==> config.mk <==
export PLATFORM = sky130hd
export DESIGN_NAME = kudu_irq_arbiter
export DESIGN_NICKNAME = d
export VERILOG_FILES = /design/src/rtl/kudu_irq_arbiter.sv
export SDC_FILE = /design/constraint.sdc
export NUM_CORES = 1
export LEC_CHECK = 0
export BUFFER_PORTS_ARGS = -buffer_cell sky130_fd_sc_hd__buf_2
export CAP_MARGIN = 20
export CORE_UTILIZATION = 47
export DETAILED_ROUTE_END_ITERATION = 16
export PLACE_DENSITY = 0.82
export SETUP_SLACK_MARGIN = 0.05
export SYNTH_ARGS = -nofsm -noshare
export SYNTH_HDL_FRONTEND = slang
export SYNTH_SLANG_ARGS = --single-unit
==> constraint.sdc <==
create_clock -name clk_i -period 2.6 [get_ports clk_i]
set_input_delay 0.26 -clock clk_i [delete_from_list [all_inputs] [get_ports clk_i]]
set_output_delay 0.26 -clock clk_i [all_outputs]
set_load 0.01 [all_outputs]
==> src/rtl/kudu_irq_arbiter.sv <==
// Interrupt scheduler for the kudu trap path: registers raw lines as mip, masks them and
// holds one fixed-priority request/cause until acked. Optional macro: KUDU_IRQ_SYNC_EN.
module kudu_irq_arbiter #(
    parameter bit NmiEdge  = 1'b1,
    parameter int FastIrqW = 15
) (
    input  logic        clk_i,
    input  logic        rst_ni,
    input  logic        irq_software_i,
    input  logic        irq_timer_i,
    input  logic        irq_external_i,
    input  logic [14:0] irq_fast_i,
    input  logic        irq_nm_i,
    input  logic [17:0] mie_i,
    input  logic        mstatus_mie_i,
    input  logic        debug_mode_i,
    input  logic        irq_ack_i,
    input  logic        mret_i,
    output logic [17:0] mip_o,
    output logic        irq_req_o,
    output logic [5:0]  irq_cause_o,
    output logic        irq_nmi_o,
    output logic        nmi_mode_o
);

    typedef enum logic [1:0] {IDLE, REQ, NMI_ACT} state_e;

    localparam logic [5:0] CauseNmi = 6'h3F;
    localparam logic [5:0] CauseExt = 6'h2B;
    localparam logic [5:0] CauseSw  = 6'h23;
    localparam logic [5:0] CauseTmr = 6'h27;

    generate
        if (FastIrqW != 15) begin : g_bad_fast_width
            $error("kudu_irq_arbiter: FastIrqW must be 15");
        end
    endgenerate

    // irq_in layout: {nm, sw, timer, ext, fast[14:0]}
    logic [18:0] irq_in;

`ifdef KUDU_IRQ_SYNC_EN
    logic [18:0] sync1_q, sync2_q;

    always_ff @(posedge clk_i or negedge rst_ni) begin
        if (!rst_ni) begin
            sync1_q <= '0;
            sync2_q <= '0;
        end else begin
            sync1_q <= {irq_nm_i, irq_software_i, irq_timer_i, irq_external_i, irq_fast_i};
            sync2_q <= sync1_q;
        end
    end

    assign irq_in = sync2_q;
`else
    assign irq_in = {irq_nm_i, irq_software_i, irq_timer_i, irq_external_i, irq_fast_i};
`endif

    state_e      state_q, state_d;
    logic [17:0] mip_q, mip_d;
    logic        nm_prev_q, nm_prev_d;
    logic        nmi_pend_q, nmi_pend_d;
    logic        irq_req_q, irq_req_d;
    logic [5:0]  irq_cause_q, irq_cause_d;
    logic        irq_nmi_q, irq_nmi_d;
    logic        nmi_mode_q, nmi_mode_d;

    logic [17:0] elig;
    logic        nmi_elig;
    logic        held_elig;
    logic [5:0]  win_cause;
    logic        nmi_set, nmi_clr;

    always_comb begin
        mip_d     = irq_in[17:0];
        nm_prev_d = irq_in[18];
        nmi_set   = NmiEdge ? (irq_in[18] & ~nm_prev_q) : irq_in[18];
        nmi_clr   = (state_q == REQ) & irq_ack_i & irq_nmi_q;
        if (NmiEdge) begin
            nmi_pend_d = nmi_set | (nmi_pend_q & ~nmi_clr);
        end else begin
            nmi_pend_d = nmi_set;
        end
    end

    always_comb begin
        elig     = mip_q & mie_i & {18{mstatus_mie_i & ~nmi_mode_q & ~debug_mode_i}};
        nmi_elig = nmi_pend_q & ~nmi_mode_q & ~debug_mode_i;
        // Fast cause low nibble equals the fast index, so it addresses elig directly.
        case (irq_cause_q)
            CauseExt: held_elig = elig[15];
            CauseSw:  held_elig = elig[17];
            CauseTmr: held_elig = elig[16];
            default:  held_elig = elig[{1'b0, irq_cause_q[3:0]}];
        endcase
    end

    always_comb begin
        win_cause = 6'h00;
        for (int i = 14; i >= 0; i--) begin
            if (elig[i]) win_cause = {1'b1, 5'(16 + i)};
        end
        if (elig[16]) win_cause = CauseTmr;
        if (elig[17]) win_cause = CauseSw;
        if (elig[15]) win_cause = CauseExt;
    end

    always_ff @(posedge clk_i or negedge rst_ni) begin
        if (!rst_ni) begin
            state_q <= IDLE;
        end else begin
            state_q <= state_d;
        end
    end

    always_comb begin
        state_d = state_q;
        case (state_q)
            IDLE: begin
                if (nmi_elig || (|elig)) state_d = REQ;
            end
            REQ: begin
                if (irq_ack_i) begin
                    state_d = irq_nmi_q ? NMI_ACT : IDLE;
                end else if (irq_nmi_q) begin
                    if (debug_mode_i) state_d = IDLE;
                end else if (!nmi_elig && !held_elig) begin
                    state_d = IDLE;
                end
            end
            NMI_ACT: begin
                if (mret_i) state_d = IDLE;
            end
            default: state_d = IDLE;
        endcase
    end

    always_comb begin
        irq_req_d   = irq_req_q;
        irq_cause_d = irq_cause_q;
        irq_nmi_d   = irq_nmi_q;
        nmi_mode_d  = nmi_mode_q;
        case (state_q)
            IDLE: begin
                if (nmi_elig) begin
                    irq_req_d   = 1'b1;
                    irq_cause_d = CauseNmi;
                    irq_nmi_d   = 1'b1;
                end else if (|elig) begin
                    irq_req_d   = 1'b1;
                    irq_cause_d = win_cause;
                    irq_nmi_d   = 1'b0;
                end
            end
            REQ: begin
                if (irq_ack_i) begin
                    irq_req_d = 1'b0;
                    irq_nmi_d = 1'b0;
                    if (irq_nmi_q) nmi_mode_d = 1'b1;
                end else if (irq_nmi_q) begin
                    if (debug_mode_i) begin
                        irq_req_d = 1'b0;
                        irq_nmi_d = 1'b0;
                    end
                end else if (nmi_elig) begin
                    irq_cause_d = CauseNmi;
                    irq_nmi_d   = 1'b1;
                end else if (!held_elig) begin
                    irq_req_d = 1'b0;
                end
            end
            NMI_ACT: begin
                irq_req_d = 1'b0;
                irq_nmi_d = 1'b0;
                if (mret_i) nmi_mode_d = 1'b0;
            end
            default: begin
                irq_req_d = 1'b0;
                irq_nmi_d = 1'b0;
            end
        endcase
    end

    always_ff @(posedge clk_i or negedge rst_ni) begin
        if (!rst_ni) begin
            mip_q       <= '0;
            nm_prev_q   <= 1'b0;
            nmi_pend_q  <= 1'b0;
            irq_req_q   <= 1'b0;
            irq_cause_q <= '0;
            irq_nmi_q   <= 1'b0;
            nmi_mode_q  <= 1'b0;
        end else begin
            mip_q       <= mip_d;
            nm_prev_q   <= nm_prev_d;
            nmi_pend_q  <= nmi_pend_d;
            irq_req_q   <= irq_req_d;
            irq_cause_q <= irq_cause_d;
            irq_nmi_q   <= irq_nmi_d;
            nmi_mode_q  <= nmi_mode_d;
        end
    end

    assign mip_o       = mip_q;
    assign irq_req_o   = irq_req_q;
    assign irq_cause_o = irq_cause_q;
    assign irq_nmi_o   = irq_nmi_q;
    assign nmi_mode_o  = nmi_mode_q;

endmodule

==> results_dict.tcl <==
set metrics [dict create \
    dp.cells 266 \
    clkTransAtPathRegs_ns 0.09 \
    hold_buffers 1 \
    place_ws_ns 0.429 \
    synth_warnings 0 \
    slowest_stage "or3b_4" \
    rows 20 \
    numCtsBuffers 5 \
    setup_viol 0 \
    syn_area_sq_um 1580 \
    synth_top_area_share_pct 49.1 \
    start_util_pct 50.5 \
    finalNonFillerCells 273 \
    min_period_over_period_pct 84.8 \
    synth_seq_area_share_pct 49.1 \
    h-tree-depth 2 \
    worstPathCellList "or3b_4 -> a41oi_1 -> or3_4 -> nor2b_4 -> a211o_4 -> mux2_4" \
    die_area_sq_um 3600 \
    via_per_inst 5.53 \
    drc 0 \
    coreArea_sq_um 3130 \
    final_nets 273 \
    synth_area_leaders "dfrtp_1 49%, nand2_1 7.1%, mux4_2 4.3%" \
    syn-num-nets 200 \
    port_buffers 69 \
    tns_ns 0 \
    cts-root-buf "clkbuf_4" \
    worst_slack_ns 0.396 \
    die_w_um 60.0 \
    hold_class "input port to flip-flop" \
    start_kind "flip-flop" \
    ys_seq_elements 31 \
    drt_iter0_markers 108 \
    grt_setup_unrepaired "no" \
    grt_pass1_vias 1418 \
    final_layout_size_suffix_gt1_share_pct 38.9 \
    wirelength_um 3940 \
    yosysTopAreaCell "dfrtp_1" \
    fmax_mhz 454 \
    grt_usage_pct 23.9 \
    hpwl_um 3130 \
    tritoncts "yes" \
    seq_area_sq_um 776 \
    end_kind "flip-flop" \
    firstDrtPassIters 4 \
    synth_cell_types 37 \
    overflow 0 \
    syn_avg_cell_area_sq_um 10.1 \
    synth-main-ff-cell "dfrtp_1" \
    r2r_setup_slack_ns 0.40 \
    fin_worst_skew_ns 0.00891 \
    synth_cells 157 \
    multi_input_area_sq_um 766 \
    ctsResizeCount 0 \
    postSynth.asyncResetShare_pct 100 \
    post_cts_buffers 0 \
    wl_per_cell_um 14.4 \
    clockBufferDepth 2 \
    run_status "complete, no violations" \
    grt_pass1_wl_um 6190 \
    clock_latency_ns 0.32 \
    path_buf_inv 0 \
    gp_congestion 0.876 \
    ios 70 \
    final_util_pct 64.6 \
    yosysMostFrequentCell "dfrtp_1" \
    tightest_slew_ns 0.662 \
    synth_edf_count 0 \
    diodes 0 \
    leakagePower_nw 0.956 \
    min_period_ns 2.20 \
    grt_max_degree 32 \
    path_delay_family "simple AND/OR/NAND/NOR gates" \
    drv_slew 0 \
    die_h_um 60.0 \
    area_growth_pct 27.9 \
    final_antenna_net_count 0 \
    ir_worst_vdd_uv 299 \
    crit_required_ns 2.82 \
    slew_headroom_pct 55.9 \
    worst-path-max-fanout 13 \
    dr_total_vias 1509 \
    cpPeakStageDelay_ns 0.50 \
    max_cap_viol_count 0 \
    antenna_found_initial 0 \
    fill_cells 276 \
    clock-sinks 31 \
    hold_viol 0 \
    worstSetupPathType "flip-flop to flip-flop" \
    power.density_nw_per_um2 646 \
    ys_top_cells_by_count "31 x dfrtp_1, 30 x nand2_1, 12 x o21ai_0" \
    crit_arrival_ns 2.42 \
]
==> per-layer routing <==
layer | part of all wire, % | vias up | routed length [um] | GRT usage (%)
li1 | - | 721 | - | -
met1 | 43 | 717 | 1680 | 30.9
met2 | 49 | 64 | 1940 | 39.8
met3 | 6.6 | 7 | 261 | 5.19
met4 | 1.4 | 0 | 57 | 7.97
met5 | 0 | - | 0 | 0
==> final cells by class <==
cell class                      instances  area share, %
Sequential cell                        31           38.4
Multi-Input combinational cell        116           37.9
Timing Repair Buffer                   71           18.0
Tap cell                               44           2.73
Clock buffer                            6           2.04
Inverter                                5          0.929
==> sequential cells by signal, indices dropped and copies added (netlist names) <==
register	flops
nm_prev_q	1
state_q	2
nmi_mode_o	1
irq_req_o	1
mip_o	18
irq_cause_o	6
nmi_pend_q	1
irq_nmi_o	1
==> path summary, 6_finish.rpt <==
path / start / to / depth (start not counted)
worst min register to register: nm_prev_q / nmi_pend_q / 1
min in group asynchronous: rst_ni / state_q[1] / 2
worst max register to register: nmi_mode_o / irq_cause_o[2] / 6
worst max-delay path: nmi_mode_o / irq_cause_o[2] / 6
max in group asynchronous: rst_ni / mip_o[10] / 2
worst min-delay path: irq_fast_i[0] / mip_o[0] / 1
==> report_power, final <==
group	internal, W	switching, W
Sequential	0.000541	0.000106
Combinational	0.000221	0.000191
Clock	0.0000959	0.000149
Total	0.000858	0.000446
==> per-stage QoR <==
step / instance area [sq um] / hold WS [ns] / total power (W)
CTS: 2020 / 0.0275 / 0.00131
floorplan: 1580 / -0.0356 / 0.000910
finish: 2020 / 0.0328 / 0.00130
global route: 2020 / 0.0244 / 0.00138
detailed placement: 1970 / 0.332 / 0.00107
global placement: 1970 / 0.321 / 0.00106
==> cell families after synthesis <==
kind of cell           share of synthesized area [%]
AOI/OAI and AO/OA                               20.2
buffers and inverters                           2.38
DFF                                             49.1
muxes                                           8.80
and+or+nand+nor                                 19.5
==> worst reg2reg max path, cell delays in order, from the launching register on <==
cell,delay [ns]
dfrtp_1,0.44
or3b_4,0.50
a41oi_1,0.27
or3_4,0.19
nor2b_4,0.04
a211o_4,0.35
mux2_4,0.31
==> cell usage in the layout (no fill, tap or decap), types with 4 or more instances in the layout <==
cell and n:
o211ai_1 4, dfrtp_1 31, mux2_4 4, clkbuf_4 5, a21oi_1 6, a22oi_1 4
o21ai_0 12, inv_1 5, buf_2 69, nand3_1 6, nor2_1 9, nand2_1 30
Power figures use the tool's default switching activity.
